`config.mk`:
```
export PLATFORM = sky130hd
export DESIGN_NAME = wait_step_sequencer_flat
export DESIGN_NICKNAME = d
export VERILOG_FILES = /design/src/rtl/wait_step_sequencer_if.sv /design/src/rtl/wait_step_sequencer.sv /design/src/flat_wrapper.sv
export SDC_FILE = /design/constraint.sdc
export NUM_CORES = 1
export LEC_CHECK = 0
export ABC_CLOCK_PERIOD_IN_PS = 4550
export CAP_MARGIN = 25
export CORE_MARGIN = 1.5
export CORE_UTILIZATION = 40
export DETAILED_ROUTE_END_ITERATION = 6
export PLACE_DENSITY = 0.68
export SLEW_MARGIN = 20
export SYNTH_ARGS = -nofsm -noshare
export SYNTH_HDL_FRONTEND = slang
export SYNTH_SLANG_ARGS = --single-unit
```
`constraint.sdc`:
```
create_clock -name clk -period 4.55 [get_ports clk]
set_input_delay 0.6825 -clock clk [delete_from_list [all_inputs] [get_ports clk]]
set_output_delay 0.6825 -clock clk [all_outputs]
set_load 0.02 [all_outputs]
```
`src/rtl/wait_step_sequencer_if.sv`:
```
// Bus bundle for the wait-step sequencer: register-write config port, run control and step outputs.
interface wait_step_sequencer_if #(
    parameter int unsigned DATA_W = 32,
    parameter int unsigned CNT_W  = 16,
    parameter int unsigned STEPS  = 4
);
    localparam int unsigned IDX_W = (STEPS > 1) ? $clog2(STEPS) : 1;

    logic              cfg_we;
    logic [IDX_W-1:0]  cfg_idx;
    logic [DATA_W-1:0] cfg_data;
    logic [CNT_W-1:0]  cfg_wait;
    logic [IDX_W-1:0]  last_idx;
    logic              loop_mode;
    logic              start;
    logic              stop;
    logic [DATA_W-1:0] out_data;
    logic              out_valid;
    logic [IDX_W-1:0]  step_idx;
    logic              busy;
    logic              done;

    // Controller side: programs the table and starts/stops the sequence
    modport master (
        output cfg_we, cfg_idx, cfg_data, cfg_wait, last_idx, loop_mode, start, stop,
        input  out_data, out_valid, step_idx, busy, done
    );

    // Sequencer side
    modport slave (
        input  cfg_we, cfg_idx, cfg_data, cfg_wait, last_idx, loop_mode, start, stop,
        output out_data, out_valid, step_idx, busy, done
    );
endinterface

```
`src/rtl/wait_step_sequencer.sv`:
```
// Timed multi-step sequencer: replays a table of (value, wait) entries, holding each
// value for 1+wait cycles, then finishes with a done pulse or wraps to step 0.
module wait_step_sequencer #(
    parameter int unsigned DATA_W = 32,
    parameter int unsigned CNT_W  = 16,
    parameter int unsigned STEPS  = 4
) (
    input  logic                  clk,
    input  logic                  reset,
    wait_step_sequencer_if.slave  bus
);
    localparam int unsigned      IDX_W    = (STEPS > 1) ? $clog2(STEPS) : 1;
    localparam logic [IDX_W-1:0] LAST_MAX = IDX_W'(STEPS - 1);

    typedef enum logic {
        IDLE = 1'b0,
        RUN  = 1'b1
    } state_e;

    state_e            state_q;
    logic [DATA_W-1:0] data_q [STEPS];
    logic [CNT_W-1:0]  wait_q [STEPS];
    logic [CNT_W-1:0]  cnt_q;
    logic [IDX_W-1:0]  last_q;
    logic [DATA_W-1:0] out_data_q;
    logic              out_valid_q;
    logic [IDX_W-1:0]  step_idx_q;
    logic              busy_q;
    logic              done_q;

    logic              cfg_hit_c;
    logic [IDX_W-1:0]  last_clamp_c;
    logic              load_c;
    logic [IDX_W-1:0]  load_idx_c;

    assign cfg_hit_c    = bus.cfg_we && (32'(bus.cfg_idx) < STEPS);
    assign last_clamp_c = (32'(bus.last_idx) < STEPS) ? bus.last_idx : LAST_MAX;

    // Decide whether this edge loads a step, and which one
    always_comb begin
        load_c     = 1'b0;
        load_idx_c = '0;
        case (state_q)
            IDLE: begin
                if (bus.start && !bus.stop) begin
                    load_c = 1'b1;
                end
            end
            RUN: begin
                if (!bus.stop && (cnt_q == '0)) begin
                    if (step_idx_q != last_q) begin
                        load_c     = 1'b1;
                        load_idx_c = step_idx_q + IDX_W'(1);
                    end else if (bus.loop_mode) begin
                        load_c = 1'b1;
                    end
                end
            end
            default: ;
        endcase
    end

    // Step table; a load on the same edge as a write sees the old contents
    always_ff @(posedge clk or negedge reset) begin
        if (!reset) begin
            for (int i = 0; i < int'(STEPS); i++) begin
                data_q[i] <= '0;
                wait_q[i] <= '0;
            end
        end else if (cfg_hit_c) begin
            data_q[bus.cfg_idx] <= bus.cfg_data;
            wait_q[bus.cfg_idx] <= bus.cfg_wait;
        end
    end

    // Sequencer state, hold counter and registered outputs
    always_ff @(posedge clk or negedge reset) begin
        if (!reset) begin
            state_q     <= IDLE;
            cnt_q       <= '0;
            last_q      <= '0;
            out_data_q  <= '0;
            out_valid_q <= 1'b0;
            step_idx_q  <= '0;
            busy_q      <= 1'b0;
            done_q      <= 1'b0;
        end else begin
            done_q <= 1'b0;
            if (load_c) begin
                state_q     <= RUN;
                out_data_q  <= data_q[load_idx_c];
                step_idx_q  <= load_idx_c;
                cnt_q       <= wait_q[load_idx_c];
                out_valid_q <= 1'b1;
                busy_q      <= 1'b1;
                if (state_q == IDLE) begin
                    last_q <= last_clamp_c;
                end
            end else if (state_q == RUN) begin
                if (bus.stop) begin
                    state_q     <= IDLE;
                    out_valid_q <= 1'b0;
                    busy_q      <= 1'b0;
                end else if (cnt_q != '0) begin
                    cnt_q <= cnt_q - CNT_W'(1);
                end else begin
                    // final step expired without loop: normal completion
                    state_q     <= IDLE;
                    out_valid_q <= 1'b0;
                    busy_q      <= 1'b0;
                    done_q      <= 1'b1;
                end
            end
        end
    end

    assign bus.out_data  = out_data_q;
    assign bus.out_valid = out_valid_q;
    assign bus.step_idx  = step_idx_q;
    assign bus.busy      = busy_q;
    assign bus.done      = done_q;
endmodule

```
`src/flat_wrapper.sv`:
```
// flat-port wrapper written by rule: the top's interface ports become plain ports
module wait_step_sequencer_flat 
#(
    parameter int unsigned DATA_W = 32,
    parameter int unsigned CNT_W  = 16,
    parameter int unsigned STEPS  = 4
)
  (clk, reset, bus_cfg_we, bus_cfg_idx, bus_cfg_data, bus_cfg_wait, bus_last_idx, bus_loop_mode, bus_start, bus_stop, bus_out_data, bus_out_valid, bus_step_idx, bus_busy, bus_done);
  wait_step_sequencer_if #(.DATA_W(DATA_W), .CNT_W(CNT_W), .STEPS(STEPS)) bus_i ();
  input  logic clk;
  input  logic reset;
  input wire logic [$bits(bus_i.cfg_we)-1:0] bus_cfg_we;
  input wire logic [$bits(bus_i.cfg_idx)-1:0] bus_cfg_idx;
  input wire logic [$bits(bus_i.cfg_data)-1:0] bus_cfg_data;
  input wire logic [$bits(bus_i.cfg_wait)-1:0] bus_cfg_wait;
  input wire logic [$bits(bus_i.last_idx)-1:0] bus_last_idx;
  input wire logic [$bits(bus_i.loop_mode)-1:0] bus_loop_mode;
  input wire logic [$bits(bus_i.start)-1:0] bus_start;
  input wire logic [$bits(bus_i.stop)-1:0] bus_stop;
  output wire logic [$bits(bus_i.out_data)-1:0] bus_out_data;
  output wire logic [$bits(bus_i.out_valid)-1:0] bus_out_valid;
  output wire logic [$bits(bus_i.step_idx)-1:0] bus_step_idx;
  output wire logic [$bits(bus_i.busy)-1:0] bus_busy;
  output wire logic [$bits(bus_i.done)-1:0] bus_done;
  assign bus_i.cfg_we = bus_cfg_we;
  assign bus_i.cfg_idx = bus_cfg_idx;
  assign bus_i.cfg_data = bus_cfg_data;
  assign bus_i.cfg_wait = bus_cfg_wait;
  assign bus_i.last_idx = bus_last_idx;
  assign bus_i.loop_mode = bus_loop_mode;
  assign bus_i.start = bus_start;
  assign bus_i.stop = bus_stop;
  assign bus_out_data = bus_i.out_data;
  assign bus_out_valid = bus_i.out_valid;
  assign bus_step_idx = bus_i.step_idx;
  assign bus_busy = bus_i.busy;
  assign bus_done = bus_i.done;
  wait_step_sequencer #(.DATA_W(DATA_W), .CNT_W(CNT_W), .STEPS(STEPS)) u_core (.clk(clk), .reset(reset), .bus(bus_i));
endmodule
```
After elaboration in Yosys (flattened, before gate mapping) --
Index checks and enable logic that the tools add are counted.
Cells by class: reductions and logical operators 11, mux-type cells 36, add/subtract/negate cells 2, equal/unequal tests 3, order comparisons 3, bitwise gates (word level) 3
Operator list (count):
- 128-bit bitwise mux | 1
- 16-bit two-way mux | 7
- 32-bit two-way mux | 3
- 32-bit binary-select mux with 2-bit select | 1
- 64-bit bitwise mux | 1
- 32-bit demux with 2-bit select | 1
- 16-bit binary-select mux with 2-bit select | 1
- 16-bit demux with 2-bit select | 1
- 16-bit logical NOT | 1
- 1-bit two-way mux | 16
- 16-bit nonzero test | 1
- 16-bit by 1-bit subtractor with 16-bit output, second input constant | 1
- 3-bit greater-or-equal comparator, second input constant | 2
- 2-bit two-way mux | 3
- 2-bit inverter with 3-bit output | 2
- 2-bit AND reduction | 2
- 2-bit nonzero test | 2
- 1-bit logical AND | 3
- 3-bit by 1-bit < comparator with 1-bit output, second input constant | 1
- 3-bit by 2-bit != test with 1-bit output, second input constant | 1
- 3-bit AND reduction | 1
- 2-bit by 1-bit adder with 2-bit output, second input constant | 1
- 2-bit by 1-bit != test with 1-bit output, second input constant | 1
- 2-bit != test | 1
- 3 further kinds | 3
Word-level totals: output and inout port bits 37, bits of input ports 58, logic and storage cells 73, register bits 247

Longest topological paths before layout --
Gate-level depths: netlist (run 1).
depth after elaboration 9, mapped depth 11, depth with buffers taken out 9

Worst setup path before layout (run 1) --
No wires, ideal clock.
path type input to register, start input bus_stop, end register u_core.out_data_q[28] (netlist: u_core.bus.out_data[28]), stages on the path 8, setup time 0.132 ns, data required time 4.418 ns, path buffers 2, arrival 2.319 ns, setup slack 2.099 ns, cell sequence nor3b_1 nand3_2 nor3_4 buf_6 buf_6 mux2_2 a22oi_1 o21ai_1
On the way: word-level cells in the longest chain between the ends 8, elaborated cells on any way between the ends 12, classes of those cells mux (8); bitwise (1); reduce/logical (3)
RTL lines:
- start: declaration | line flat_wrapper.sv:19 | input wire logic [$bits(bus_i.stop)-1:0] bus_stop;
- 1-bit logical NOT (*) | line wait_step_sequencer.sv:45, wait_step_sequencer.sv:50
- 1-bit logical AND | line wait_step_sequencer.sv:50 | if (!bus.stop && (cnt_q == '0)) begin
- 2-bit two-way mux | line wait_step_sequencer.sv:50
- 2-bit two-way mux | line wait_step_sequencer.sv:43 | case (state_q)
- 2-bit inverter with 3-bit output (implied by the code) | line wait_step_sequencer.sv:91 | out_data_q <= data_q[load_idx_c];
- 32-bit binary-select mux with 2-bit select | line wait_step_sequencer.sv:91
- 32-bit two-way mux (implied by the code) (2 in a row) | line wait_step_sequencer.sv:91
- end signal: assignment | line wait_step_sequencer.sv:91
- end: declaration | line wait_step_sequencer.sv:25 | logic [DATA_W-1:0] out_data_q;
Every way passes the cells marked *; elsewhere a longest branch is shown, timed or not. The select of a mux whose other input is x is not followed. A chain may end at the register's enable or synchronous reset.

Final worst setup path (run 1) --
start register u_core.cnt_q[0], end register u_core.cnt_q[7]
On the way: word-level cells in the longest chain between the ends 9, elaborated cells on any way between the ends 20, classes of those cells add/sub (1); eq/ne (1); mux (11); bitwise (1); reduce/logical (6)
RTL lines:
- start: declaration | line wait_step_sequencer.sv:23 | logic [CNT_W-1:0] cnt_q;
- start signal: assignment | line wait_step_sequencer.sv:93 | cnt_q <= wait_q[load_idx_c];
- start signal: assignment | line wait_step_sequencer.sv:105 | cnt_q <= cnt_q - CNT_W'(1);
- branches (longest 9 deep; another with 16-bit by 1-bit subtractor with 16-bit output)
Several ways; the timed one is not identified. The select of a mux whose other input is x is not followed.

==> key figures, run 1 <==
Critical path
  – CP Max Fanout: 19
  – R2R Path End: u_core.cnt_q[7]$_DFFE_PN0P_
  – R2R depth: 8
  – CP cell instances: inv_1 -> ha_1 -> nor4b_4 -> nand3_2 -> or3_1 -> and3_1 -> a211oi_1 -> o221ai_1
  – Setup CP Type: reg -> reg
  – Max stage delay cell, worst path: or3_1
  – Worst r2r src: u_core.cnt_q[0]$_DFFE_PN0P_
  – Worst path required time: 4950 ps
  – Startpoint Class: flip-flop
  – Crit path largest cell delay: 860 ps
  – Critical path endpoint category: flip-flop
  – R2R Setup Slk: 1460 ps
  – CP arrival: 3490 ps

Floorplanning
  – Die area: 29100 um2
  – Row count: 61
  – Core area: 27700 um2
  – Starting Density: 0.406
  – IO Count: 95
  – Die X: 171 um
  – Die height: 171 um

Clock network
  – Clock sink total: 247
  – Worst skew pair latency: 540 ps
  – CTS clk-pin slew, worst paths: 60 ps
  – Hold buffers post-CTS: 0
  – Setup Buffers After CTS: 0
  – Post-cts sizing count: 0
  – CTS Root Cell: clkbuf_16
  – Total CTS buffers: 28
  – CTS tree: yes
  – H-tree Lvls: 1
  – Clock Path Buffers: 3

Timing
  – Final setup violation count: 0
  – Clock Skews: 20.4 ps
  – Final period util: 0.679
  – Minimum clock period: 3090 ps
  – RSZ-0062 raised after global routing: no
  – Rel. slew slack: 0.413
  – Final Hold Viols: 0
  – Setup TNS: 0 ps
  – FMAX: 0.324 GHz
  – WHS: 9.02 ps
  – Slew Viols, Final: 0
  – Tightest Pin Transition: 881 ps

Detailed routing
  – Routed Antenna Nets: 0
  – Met3 wire len: 831 um
  – Via count: 6884
  – DRT met1 WL: 11200 um
  – DR WL/cell: 18.5 um
  – 1st-pass router iterations: 4
  – DRC violation count after routing: 0
  – Routed wire length: 24200 um
  – DR top layer: met4
  – Via/cell ratio: 5.24
  – WL met2: 11700 um
  – DR iter-0 viols: 339

Logic synthesis
  – EDFF count, synth: 0
  – Synth area leader: dfrtp_1
  – Number of synthesis warnings: 0
  – Synth unique cells: 64
  – Post-synthesis sequential area ratio: 0.550
  – Flip-flop and latch count after synthesis: 247
  – Ys async rst share: 1.00
  – Synthesized Nets: 888
  – Most used DFF post-synth: dfrtp_1
  – Cell area after synthesis: 11200 um2
  – Syn avg cell area: 13.6 um2
  – Cells after Synth: 829
  – Post-synth top area share: 0.550
  – Top cells by area, synth: dfrtp_1 (55%), mux2_2 (23%), mux2i_1 (6.2%)

Final layout
  – Layout area overhead: 19.7%
  – FILL cells: 2397
  – Fin area: 13400 um2
  – Area of the multi-input gates: 4740 um2
  – Final antenna diode count: 0
  – Fin nets: 973
  – Share of layout cells above drive strength 1: 0.336
  – Reg area: 6180 um2

Global routing
  – Largest net degree at the start of global routing: 129
  – Global Route Usage Sum: 0.174
  – Vias in the first global route: 7349
  – Gr ovfl total: 0
  – Initial antenna violation count: 0
  – First-pass GRT wire length: 39900 um

Pwr
  – VDD IR-drop max: 276 uV
  – Final Power: 0.00638 W
  – Pwr Density: 475 nW/um2
  – Leakage: 5.39 nW
  – Gate power share: 0.185
  – Switch share: 0.266
  – NetSw: 0.00170 W
  – Pint: 0.00468 W
  – Flop pwr share: 0.463
  – Clock power share: 0.352

Min path
  – Hold Path Class: in -> async

Place
  – Hpwl dp: 14200 um
  – Port Buffers: 94
  – GPL Wtd Cong: 0.785
  – Post-DP Area: 12500 um2

Flow run
  – Max cap viols: 0

Outcome
  – Outcome: completed
-- cell families (layout without fill, tap and decap cells) --
logic type	Yosys count	in the layout	synth area share
compound gates	105	105	0.0628
xor+xnor	2	2	0.00156
fa+ha+maj	1	1	0.00111
buf+inv	60	166	0.0313
flops	247	247	0.550
mux	304	304	0.297
simple gates	110	110	0.0563
-- layout by cell type, fill, tap and decap left out, types with 3 or more instances in the layout --
cell type        instances
nand3_2                  3
a211oi_1                 3
nor2_1                  18
dfrtp_1                247
a21oi_1                  6
clkdlybuf4s50_1         93
buf_4                   12
a22oi_1                 17
a221oi_2                 3
nand3b_1                 3
clkbuf_8                 3
clkinv_2                 3
or3_1                    3
o21ai_1                 37
and3_1                   7
nand2b_1                 4
clkbuf_1                11
nand2_1                 29
nand4_1                  5
o31ai_1                  3
a31oi_1                  3
o211ai_1                 4
mux2i_1                 70
mux2_2                 234
nor3_1                   9
clkbuf_16               28
bufinv_16                3
inv_1                    5
o21ai_0                  9
nand3_1                  3
nor2b_1                  4
-- stage by stage --
stage | worst slack (ps) | cells | util
floorplan | 2100 | 829 | -
global placement | 1120 | 1261 | 0.451
detailed placement | 1100 | 1261 | 0.451
CTS | 1450 | 1312 | 0.484
global route | 1170 | 1313 | 0.485
finish | 1460 | 1313 | 0.485
-- sequential cells by signal, indices dropped and copies added, names as in the netlist --
| name | count |
|---|---|
| u_core.bus.done | 1 |
| u_core.last_q | 2 |
| u_core.state_q | 1 |
| u_core.bus.step_idx | 2 |
| u_core.wait_q | 64 |
| u_core.bus.out_valid | 1 |
| u_core.data_q | 128 |
| u_core.cnt_q | 16 |
| u_core.bus.out_data | 32 |
-- synth_stat cells (7+ instances only) --
| library cell | instances |
|---|---|
| dfrtp_1 | 247 |
| mux2_2 | 234 |
| mux2i_1 | 70 |
| o21ai_1 | 37 |
| nand2_1 | 29 |
| clkbuf_1 | 22 |
| nor2_1 | 18 |
| a22oi_1 | 17 |
| buf_2 | 12 |
| nor3_1 | 9 |
| o21ai_0 | 9 |
| and3_1 | 7 |
| buf_1 | 7 |
-- layout make-up --
type,instances,area share
repair buffers,109,0.0821
clock buffers,42,0.0583
flip-flops and latches,247,0.460
inverters,6,0.00168
multi-input cells,522,0.353
clock inverters,9,0.0105
well taps,378,0.0352
-- power by group through the flow --
stage	combinational [W]	sequential, W	clock [W]
after detailed placement	0.00119	0.00298	0
after floorplan	0.000710	0.00299	0
after CTS	0.00120	0.00295	0.00230
after global placement	0.00116	0.00297	0
after global routing	0.00131	0.00301	0.00240
final	0.00118	0.00295	0.00225
-- per-layer routing --
metal / global-route usage / up-vias
li1: - / 3199
met1: 0.234 / 3552
met2: 0.296 / 95
met3: 0.0291 / 38
met4: 0.0369 / 0
met5: 0 / -
-- worst max-delay path, delay by kind of cell, from the launching register on --
family	cells	cell delay (ps)
buffers and inverters	1	80
adders and majority gates	1	190
AOI/OAI and AO/OA	2	350
DFF	1	390
and+or+nand+nor	4	1930
-- how the worst max path moves through the flow --
stage / start / end / slack [ps] / cells past startpoint
finish: u_core.cnt_q[0]$_DFFE_PN0P_ / u_core.cnt_q[7]$_DFFE_PN0P_ / 1460 / 8
global route: u_core.cnt_q[0]$_DFFE_PN0P_ / u_core.cnt_q[7]$_DFFE_PN0P_ / 1170 / 8
CTS: u_core.cnt_q[0]$_DFFE_PN0P_ / u_core.cnt_q[5]$_DFFE_PN0P_ / 1450 / 9
detailed placement: bus_stop / u_core.cnt_q[5]$_DFFE_PN0P_ / 1100 / 8
global placement: bus_stop / u_core.cnt_q[5]$_DFFE_PN0P_ / 1120 / 8
floorplan: bus_stop / u_core.bus.out_data[28]$_DFFE_PN0P_ / 2100 / 8
No activity file was read; power rests on OpenSTA's default activity.
==> inputs of run 2 (changes only) <==
--- a/config.mk
+++ b/config.mk
@@ -5,12 +5,12 @@
 export SDC_FILE = /design/constraint.sdc
 export NUM_CORES = 1
 export LEC_CHECK = 0
-export ABC_CLOCK_PERIOD_IN_PS = 4550
+export ABC_CLOCK_PERIOD_IN_PS = 2750
 export CAP_MARGIN = 25
 export CORE_MARGIN = 1.5
 export CORE_UTILIZATION = 40
 export DETAILED_ROUTE_END_ITERATION = 6
-export PLACE_DENSITY = 0.68
+export PLACE_DENSITY = 0.7
 export SLEW_MARGIN = 20
 export SYNTH_ARGS = -nofsm -noshare
 export SYNTH_HDL_FRONTEND = slang
==> constraint.sdc (replaced) <==
create_clock -name clk -period 2.75 [get_ports clk]
set_input_delay 0.4125 -clock clk [delete_from_list [all_inputs] [get_ports clk]]
set_output_delay 0.4125 -clock clk [all_outputs]
set_load 0.02 [all_outputs]
==> key figures, run 2 (synthesized netlist as in run 1, its figures left out) <==
Place
  – GPL Wtd Cong: 0.796 (+1.4%)
  – Port Buffers: 94 (unchanged)
  – Hpwl dp: 15100 um (+5.9%)
  – Post-DP Area: 12900 um2 (+3.5%)

Final layout
  – Share of layout cells above drive strength 1: 0.363 (+0.0275)
  – Most flops, register: u_core.data_q
  – Number of flip-flops in the largest register: 128 (unchanged)
  – Fin area: 13800 um2 (+2.7%)
  – Layout area overhead: 22.9%
  – Fin nets: 1007 (+3.5%)
  – Final design utilization: 0.498 (+0.0131)
  – FILL cells: 2418 (+0.88%)
  – Commonest non-fill, non-tap cell in the layout: dfrtp_1
  – Commonest cells after routing, fill and taps aside: dfrtp_1 (247), mux2_2 (234), clkdlybuf4s50_1 (93)
  – Final antenna diode count: 0 (unchanged)

Clock network
  – Clock sink total: 247 (unchanged)
  – CTS Root Cell: clkbuf_16
  – Worst skew pair latency: 530 ps (about the same)
  – Post-cts sizing count: 0 (unchanged)
  – Clock Path Buffers: 3 (unchanged)
  – CTS clk-pin slew, worst paths: 60 ps (about the same)
  – Total CTS buffers: 27 (-3.6%)
  – H-tree Lvls: 1 (unchanged)
  – CTS tree: yes

Detailed routing
  – DR WL/cell: 18.1 um (-2.1%)
  – 1st-pass router iterations: 4 (unchanged)
  – DRC violation count after routing: 0 (unchanged)
  – Routed Antenna Nets: 0 (unchanged)
  – Via/cell ratio: 5.30 (+1.1%)
  – DR iter-0 viols: 349 (+2.9%)
  – Routed wire length: 24300 um (+0.25%)
  – Via count: 7124 (+3.5%)

Pwr
  – Flop pwr share: 0.470 (+0.007)
  – Pwr Density: 751 nW/um2 (+58%)
  – Switch share: 0.266 (+0.000315)
  – Leakage: 5.60 nW (+4.0%)
  – Pint: 0.00761 W (+62%)
  – VDD IR-drop max: 502 uV (+82%)
  – NetSw: 0.00276 W (+63%)
  – Gate power share: 0.193 (+0.008)
  – Clock power share: 0.338 (-0.014)
  – Final Power: 0.0104 W (+63%)

Global routing
  – Largest net degree at the start of global routing: 69 (-47%)
  – First-pass GRT wire length: 40000 um (+0.12%)
  – Vias in the first global route: 7388 (+0.53%)
  – Global Route Usage Sum: 0.173 (-0.000746)
  – Gr ovfl total: 0 (unchanged)
  – Initial antenna violation count: 0 (unchanged)

Timing
  – RSZ-0062 raised after global routing: no
  – Setup TNS: 0 ps (unchanged)
  – FMAX: 0.390 GHz (+20%)
  – Final Hold Viols: 0 (unchanged)
  – Final setup violation count: 0 (unchanged)
  – Clock Skews: 6.73 ps (-13.6 ps)
  – Tightest Pin Transition: 663 ps (-218 ps)
  – Minimum clock period: 2570 ps (-525 ps)
  – Final period util: 0.933 (+0.254)
  – Slew Viols, Final: 0 (unchanged)
  – WHS: 453 ps (+444 ps)
  – Rel. slew slack: 0.558 (+0.145)

Floorplanning
  – Die area: 29100 um2 (unchanged)
  – Starting Density: 0.406 (unchanged)
  – IO Count: 95 (unchanged)
  – Core area: 27700 um2 (unchanged)
  – Die X: 171 um (unchanged)
  – Die height: 171 um (unchanged)
  – Row count: 61 (unchanged)

Outcome
  – Outcome: completed

Critical path
  – Startpoint Class: flip-flop
  – Worst path required time: 3150 ps (-1800 ps)
  – Critical path endpoint category: flip-flop
  – Setup CP Type: reg -> reg
  – CP Max Fanout: 15 (-4)
  – CP arrival: 2970 ps (-520 ps)

Min path
  – Hold Path Class: in -> async

Flow run
  – Max cap viols: 0 (unchanged)
==> run 2: power groups by stage <==
stage	Clock (W)	Combinational, W	Sequential (W)
after floorplan	0	0.00118	0.00495
after global placement	0	0.00197	0.00490
after detailed placement	0	0.00202	0.00492
after CTS	0.00360	0.00203	0.00487
after global routing	0.00375	0.00220	0.00497
final	0.00350	0.00200	0.00487
==> run 2: final cells by class <==
| class | instances | area (um2) | share of cell area |
|---|---|---|---|
| sequential | 247 | 6180 | 0.448 |
| multi-input combinational | 522 | 4740 | 0.343 |
| timing repair buffer | 144 | 1520 | 0.110 |
| clock inverter | 9 | 85.1 | 0.00616 |
| inverter | 6 | 22.5 | 0.00163 |
| clock buffer | 38 | 787 | 0.0570 |
| tap | 378 | 473 | 0.0343 |
==> run 2: final timing paths <==
check                                                     from                             endpoint  slack, ps  cells past startpoint
setup reg to reg                   u_core.cnt_q[0]$_DFFE_PN0P_  u_core.bus.out_data[26]$_DFFE_PN0P_        180                     10
setup / recovery                   u_core.cnt_q[0]$_DFFE_PN0P_  u_core.bus.out_data[26]$_DFFE_PN0P_        180                     10
hold / removal                                           reset        u_core.wait_q[42]$_DFFE_PN0P_        450                      2
max in group asynchronous                                reset        u_core.data_q[47]$_DFFE_PN0P_       1560                      3
hold reg to reg            u_core.bus.out_data[10]$_DFFE_PN0P_  u_core.bus.out_data[10]$_DFFE_PN0P_        490                      2
min in group clk           u_core.bus.out_data[10]$_DFFE_PN0P_  u_core.bus.out_data[10]$_DFFE_PN0P_        490                      2
==> run 2: repair_timing <==
item | CTS | global route
endpoints found under the hold margin | 65 | 0
hold buffers | 1 | 0
buffers inserted | 0 | 0
==> run 2: worst max-delay path, cell delays in order, from the launching register on <==
cell	delay, ps
dfrtp_1	400
inv_1	80
ha_1	200
nor4b_4	270
nand3_2	240
nor3_4	270
buf_4	190
buf_12	160
mux2_2	340
a22oi_1	190
o21ai_1	90
==> run 2: per-stage QoR <==
step	cells	setup WS [ps]
finish	1344	185
global route	1344	6.62
CTS	1344	157
detailed placement	1296	90.1
global placement	1296	110
floorplan	829	430
==> run 2: per-layer routing <==
metal / vias to the layer above / routed length (um) / global-route usage
met5: - / 0 / 0
met4: 0 / 391 / 0.0373
met3: 27 / 1120 / 0.0291
met2: 117 / 11700 / 0.287
met1: 3699 / 11100 / 0.239
li1: 3281 / - / -
